## src/rtl/btn_pkg.sv

```systemverilog
// Shared constants for the button conditioner: bit indices, channel count, timing defaults
// and the counter-width helper.
package btn_pkg;

    localparam int unsigned BTN_UP        = 0;
    localparam int unsigned BTN_DOWN      = 1;
    localparam int unsigned BTN_SLIDE     = 2;
    localparam int unsigned BTN_PLACE     = 3;
    localparam int unsigned BTN_PW_SET    = 4;
    localparam int unsigned BTN_PW_ENDSET = 5;
    localparam int unsigned BTN_OK        = 6;
    localparam int unsigned BTN_N         = 7;

    localparam int unsigned DB_CYCLES_DEF  = 252000;
    localparam int unsigned RPT_DELAY_DEF  = 12600000;
    localparam int unsigned RPT_PERIOD_DEF = 2520000;

    // Width that holds the largest of the three counts without wrapping.
    function automatic int unsigned cnt_width(input int unsigned a, input int unsigned b,
                                              input int unsigned c);
        int unsigned m;
        m = a;
        if (b > m) m = b;
        if (c > m) m = c;
        return (m < 2) ? 1 : $clog2(m + 1);
    endfunction

endpackage

```

## src/rtl/btn_debounce.sv

```systemverilog
// One button channel: 2-flop synchronizer, stable-cycle counter, debounced level and a
// single-cycle pulse on each rising level.
module btn_debounce #(
    parameter int unsigned DB_CYCLES = 4,
    parameter int unsigned CNT_W     = 3
) (
    input  logic clk_i,
    input  logic rst_ni,
    input  logic raw_i,
    output logic level_o,
    output logic pulse_o
);

    localparam logic [CNT_W-1:0] DbLast = CNT_W'(DB_CYCLES - 1);

    logic             sync1_q, sync2_q;
    logic             level_q, level_d;
    logic             pulse_q, pulse_d;
    logic [CNT_W-1:0] cnt_q, cnt_d;

    always_comb begin
        cnt_d   = cnt_q;
        level_d = level_q;
        if (sync2_q == level_q) begin
            cnt_d = '0;
        end else if (cnt_q == DbLast) begin
            // This edge is the DB_CYCLES-th consecutive differing sample.
            level_d = ~level_q;
            cnt_d   = '0;
        end else begin
            cnt_d = cnt_q + 1'b1;
        end
        pulse_d = level_d & ~level_q;
    end

    always_ff @(posedge clk_i) begin
        if (!rst_ni) begin
            sync1_q <= 1'b0;
            sync2_q <= 1'b0;
            cnt_q   <= '0;
            level_q <= 1'b0;
            pulse_q <= 1'b0;
        end else begin
            sync1_q <= raw_i;
            sync2_q <= sync1_q;
            cnt_q   <= cnt_d;
            level_q <= level_d;
            pulse_q <= pulse_d;
        end
    end

    assign level_o = level_q;
    assign pulse_o = pulse_q;

endmodule

```

## src/rtl/btn_conditioner.sv

```systemverilog
// Seven-channel button conditioner: per-channel debounce plus optional auto-repeat on up/down,
// compiled in when BTN_AUTOREPEAT_EN is defined.
module btn_conditioner
    import btn_pkg::*;
#(
    parameter int unsigned DB_CYCLES  = DB_CYCLES_DEF,
    parameter int unsigned RPT_DELAY  = RPT_DELAY_DEF,
    parameter int unsigned RPT_PERIOD = RPT_PERIOD_DEF
) (
    input  logic             clk,
    input  logic             rst,
    input  logic [BTN_N-1:0] btn_raw,
    output logic [BTN_N-1:0] btn_level,
    output logic [BTN_N-1:0] btn_pulse
);

    localparam int unsigned CntW = cnt_width(DB_CYCLES, RPT_DELAY, RPT_PERIOD);

    logic [BTN_N-1:0] deb_level;
    logic [BTN_N-1:0] deb_pulse;

    for (genvar i = 0; i < BTN_N; i++) begin : g_chan
        btn_debounce #(
            .DB_CYCLES(DB_CYCLES),
            .CNT_W    (CntW)
        ) u_debounce (
            .clk_i  (clk),
            .rst_ni (rst),
            .raw_i  (btn_raw[i]),
            .level_o(deb_level[i]),
            .pulse_o(deb_pulse[i])
        );
    end

    assign btn_level = deb_level;

`ifdef BTN_AUTOREPEAT_EN
    localparam int unsigned      RptN       = 2;
    localparam logic [CntW-1:0]  RptDelayC  = CntW'(RPT_DELAY);
    localparam logic [CntW-1:0]  RptPeriodC = CntW'(RPT_PERIOD);

    logic [RptN-1:0][CntW-1:0] rpt_cnt_q, rpt_cnt_d;
    logic [RptN-1:0]           rpt_armed_q, rpt_armed_d;
    logic [RptN-1:0]           rpt_fire_q, rpt_fire_d;
    logic [RptN-1:0]           rpt_level;
    logic [BTN_N-1:0]          rpt_pulse;

    assign rpt_level = {deb_level[BTN_DOWN], deb_level[BTN_UP]};

    // First target is RPT_DELAY after the press, then RPT_PERIOD between repeats.
    always_comb begin
        rpt_cnt_d   = rpt_cnt_q;
        rpt_armed_d = rpt_armed_q;
        rpt_fire_d  = '0;
        for (int i = 0; i < RptN; i++) begin
            if (!rpt_level[i]) begin
                rpt_cnt_d[i]   = '0;
                rpt_armed_d[i] = 1'b0;
            end else if (CntW'(rpt_cnt_q[i] + 1'b1) ==
                         (rpt_armed_q[i] ? RptPeriodC : RptDelayC)) begin
                rpt_cnt_d[i]   = '0;
                rpt_armed_d[i] = 1'b1;
                rpt_fire_d[i]  = 1'b1;
            end else begin
                rpt_cnt_d[i] = CntW'(rpt_cnt_q[i] + 1'b1);
            end
        end
    end

    always_ff @(posedge clk) begin
        if (!rst) begin
            rpt_cnt_q   <= '0;
            rpt_armed_q <= '0;
            rpt_fire_q  <= '0;
        end else begin
            rpt_cnt_q   <= rpt_cnt_d;
            rpt_armed_q <= rpt_armed_d;
            rpt_fire_q  <= rpt_fire_d;
        end
    end

    // Masking with the live level drops a repeat that coincides with the release edge.
    always_comb begin
        rpt_pulse           = '0;
        rpt_pulse[BTN_UP]   = rpt_fire_q[0] & rpt_level[0];
        rpt_pulse[BTN_DOWN] = rpt_fire_q[1] & rpt_level[1];
    end

    assign btn_pulse = deb_pulse | rpt_pulse;
`else
    assign btn_pulse = deb_pulse;
`endif

endmodule

```

## config.mk

```make
export PLATFORM = sky130hd
export DESIGN_NAME = btn_conditioner
export DESIGN_NICKNAME = d
export VERILOG_FILES = /design/src/rtl/btn_pkg.sv /design/src/rtl/btn_debounce.sv /design/src/rtl/btn_conditioner.sv
export SDC_FILE = /design/constraint.sdc
export NUM_CORES = 1
export LEC_CHECK = 0
export CORE_MARGIN = 2
export CORE_UTILIZATION = 46
export CTS_CLUSTER_DIAMETER = 100
export DETAILED_ROUTE_END_ITERATION = 10
export GPL_TIMING_DRIVEN = 0
export PLACE_DENSITY_LB_ADDON = 0.15
export SLEW_MARGIN = 20
export SYNTH_ARGS = -nofsm -noshare
export SYNTH_HDL_FRONTEND = slang
export SYNTH_SLANG_ARGS = --single-unit
```

## constraint.sdc

```tcl
create_clock -name clk -period 2.2 [get_ports clk]
set_clock_uncertainty 0.2 [all_clocks]
set_input_delay 0.55 -clock clk [delete_from_list [all_inputs] [get_ports clk]]
set_output_delay 0.55 -clock clk [all_outputs]
set_load 0.02 [all_outputs]
```

==> metrics.txt <==
sequential share of power 0.496; final hold viol count 0; total grt overflow 0; chip width 144 um; violated checks setup timing; gpl congestion 0.848; vias in the first global route 6755; Initial Util 0.466; Detail Route Antenna Nets 0; CTS buffer count 17; Synth Cell Area 9020 sq um; max_cap viols 0; CTS tree yes; Hold Buf Count CTS 0; post-synthesis sequential element count 196; Max IR drop VDD 0.481 mV; final setup vio count 2; number of H-tree levels 4; top-level port count 23; clk slew on worst S/H paths 0.06 ns; Total GRT Usage 0.190; Die Area 20700 sq um; I/O Buffers 22; DP Area 9570 sq um; critical path arrival 2.33 ns; ys flop type dfxtp_1; worst slew pin tran 0.793 ns; top cell type's share of synthesized area 0.435; Slew headroom 0.466; largest cells by area after synthesis dfxtp_1 (44%), xnor2_1 (5.4%), nor2_1 (5.0%); status complete, but fails checks; commonest non-fill, non-tap cell in the layout dfxtp_1; Max Freq 0.454 GHz; detailed-route wire length per cell 13.9 um; via/cell ratio 5.50; Die Ht 144 um; Final #Nets 1126; Max Fanout on Critical Path 6; P_sw 1.39 mW; minimum clock period 2.20 ns; sequential-to-total area share from yosys stat 0.435; Int Power 5.81 mW; clk sinks 196; hpwl dp 13000 um; Clk network pwr share 0.488; setup tns final -0.00776 ns; fin. max-slew vios 0; share of layout cells above drive strength 1 0.160; worst path required time 2.32 ns; Comb pwr share 0.016; total number of vias 7627; design area 10800 sq um; Final Cycle Share 1.00; Placement Rows 51; mean post-synth cell area 8.61 sq um; Iter 0 DRT Violations 394; Core ar. 19300 sq um; Yosys warning count 0; worst-case clock buffer depth 2; largest net degree at the start of global routing 17; commonest cells after routing, fill and taps aside dfxtp_1 (179), nor2_1 (98), nand2_1 (64), nand3_1 (61); Yosys top cell by area dfxtp_1; Switching Fraction 0.193; number of synthesized flops with an enable pin 0; P_leak 3.33 nW; area grow syn2layout 19.7%; CTS Root Cell clkbuf_16; Worst setup SP type register; CP Class register to register; Pre-Repair DR Iteration Count 4; Filler cells 1785; Hold WS 0.231 ns; Mapped Cells 1048; CP endpoint kind register; first-pass GRT wire length 32100 um; worst skew pair latency 0.43 ns; initial antenna violation count 0; ys async rst share 0; Total Power 7.20 mW; RSZ-0062 raised after global routing yes; Total Wirelength 19300 um; drc violations 0; number of diodes 0; Netlist cell types 50; fin worst setup slack -0.00450 ns; post-synthesis net count 1064; HP Class register to register; pwr dens 667 nW/um^2
power groups by stage:
| stage | Combinational (mW) | Clock, mW | Sequential [mW] |
|---|---|---|---|
| finish | 0.113 | 3.51 | 3.57 |
| global route | 0.124 | 3.75 | 3.57 |
| CTS | 0.108 | 3.61 | 3.57 |
| detailed placement | 0.0903 | 0 | 3.65 |
| global placement | 0.0894 | 0 | 3.65 |
| floorplan | 0.0508 | 0 | 3.65 |
final timing paths:
check	cells after the start	from	to	slack [ns]
hold reg to reg	1	g_chan[0].u_debounce.sync1_q	g_chan[0].u_debounce.sync2_q	0.23
hold / removal	1	g_chan[0].u_debounce.sync1_q	g_chan[0].u_debounce.sync2_q	0.23
setup / recovery	6	g_chan[1].u_debounce.cnt_q[0]	g_chan[1].u_debounce.cnt_q[5]	-0.004
setup reg to reg	6	g_chan[1].u_debounce.cnt_q[0]	g_chan[1].u_debounce.cnt_q[5]	-0.004
cells in the mapped netlist (all sizes together), types with 2 or more instances:
cell,count
mux2i,3
o21ba,2
buf,25
and3,13
xor2,42
ha,7
nand2,66
or4b,2
xnor2,56
or2,5
nor4,46
a21oi,62
nor3,23
nand4b,2
and2,18
or3,35
nand2b,2
and4,24
clkbuf,26
dfxtp,196
o31ai,24
o211ai,5
nor2,119
nand4,53
inv,31
o31a,2
a211o,3
o21ai,32
nand3,64
or4,37
nor4b,6
o21a,4
nor4bb,2
nand3b,3
registers in the layout, indices dropped and copies added, names as in the netlist:
signal / cells
g_chan.u_debounce.pulse_o: 7
g_chan.u_debounce.sync1_q: 7
g_chan.u_debounce.level_o: 7
g_chan.u_debounce.cnt_q: 168
g_chan.u_debounce.sync2_q: 7
kinds of logic after synthesis:
logic type / synth area share
AO/OA/AOI/OAI: 0.0963
XOR/XNOR: 0.0952
adder cells (fa/ha/maj): 0.00971
buffers and inverters: 0.0433
flip-flops: 0.435
multiplexers: 0.00333
AND/OR/NAND/NOR: 0.317
worst max-delay path, stage by stage, from the launching register on:
cell	delay (ns)
dfxtp_4	0.37
ha_4	0.14
nand4_1	0.18
or4_4	0.62
o211ai_4	0.32
buf_6	0.21
nor2_2	0.05
per-layer routing:
layer | GRT usage | routed length, um
met1 | 0.263 | 9640
met2 | 0.299 | 8880
met3 | 0.0414 | 535
met4 | 0.0573 | 285
met5 | 0 | 0
layout make-up:
cell class | count | area [sq um] | share of cell area
clock buffers | 24 | 512 | 0.0474
repair buffers | 52 | 469 | 0.0435
multi-input cells | 770 | 4960 | 0.460
inverters | 31 | 116 | 0.0108
well taps | 265 | 332 | 0.0307
clock inverters | 7 | 166 | 0.0154
plain buffers | 42 | 287 | 0.0265
flip-flops and latches | 196 | 3950 | 0.366
timing repair:
item / CTS / global route
endpoints found under the hold margin: 0 / 0
endpoints found under the setup margin: 175 / 163
pin swaps: 15 / 32
gates cloned: 4 / 0
setup buffers: 13 / 13
resized for setup: 51 / 87
per-stage QoR:
step,util,instances,setup slack [ns]
after floorplan,-,1048,0.0415
after global placement,0.495,1335,-0.729
after detailed placement,0.495,1335,-0.818
after CTS,0.541,1377,-0.00395
after global routing,0.558,1387,-0.0737
final,0.558,1387,-0.00450
(Power assumes the default switching activity.)
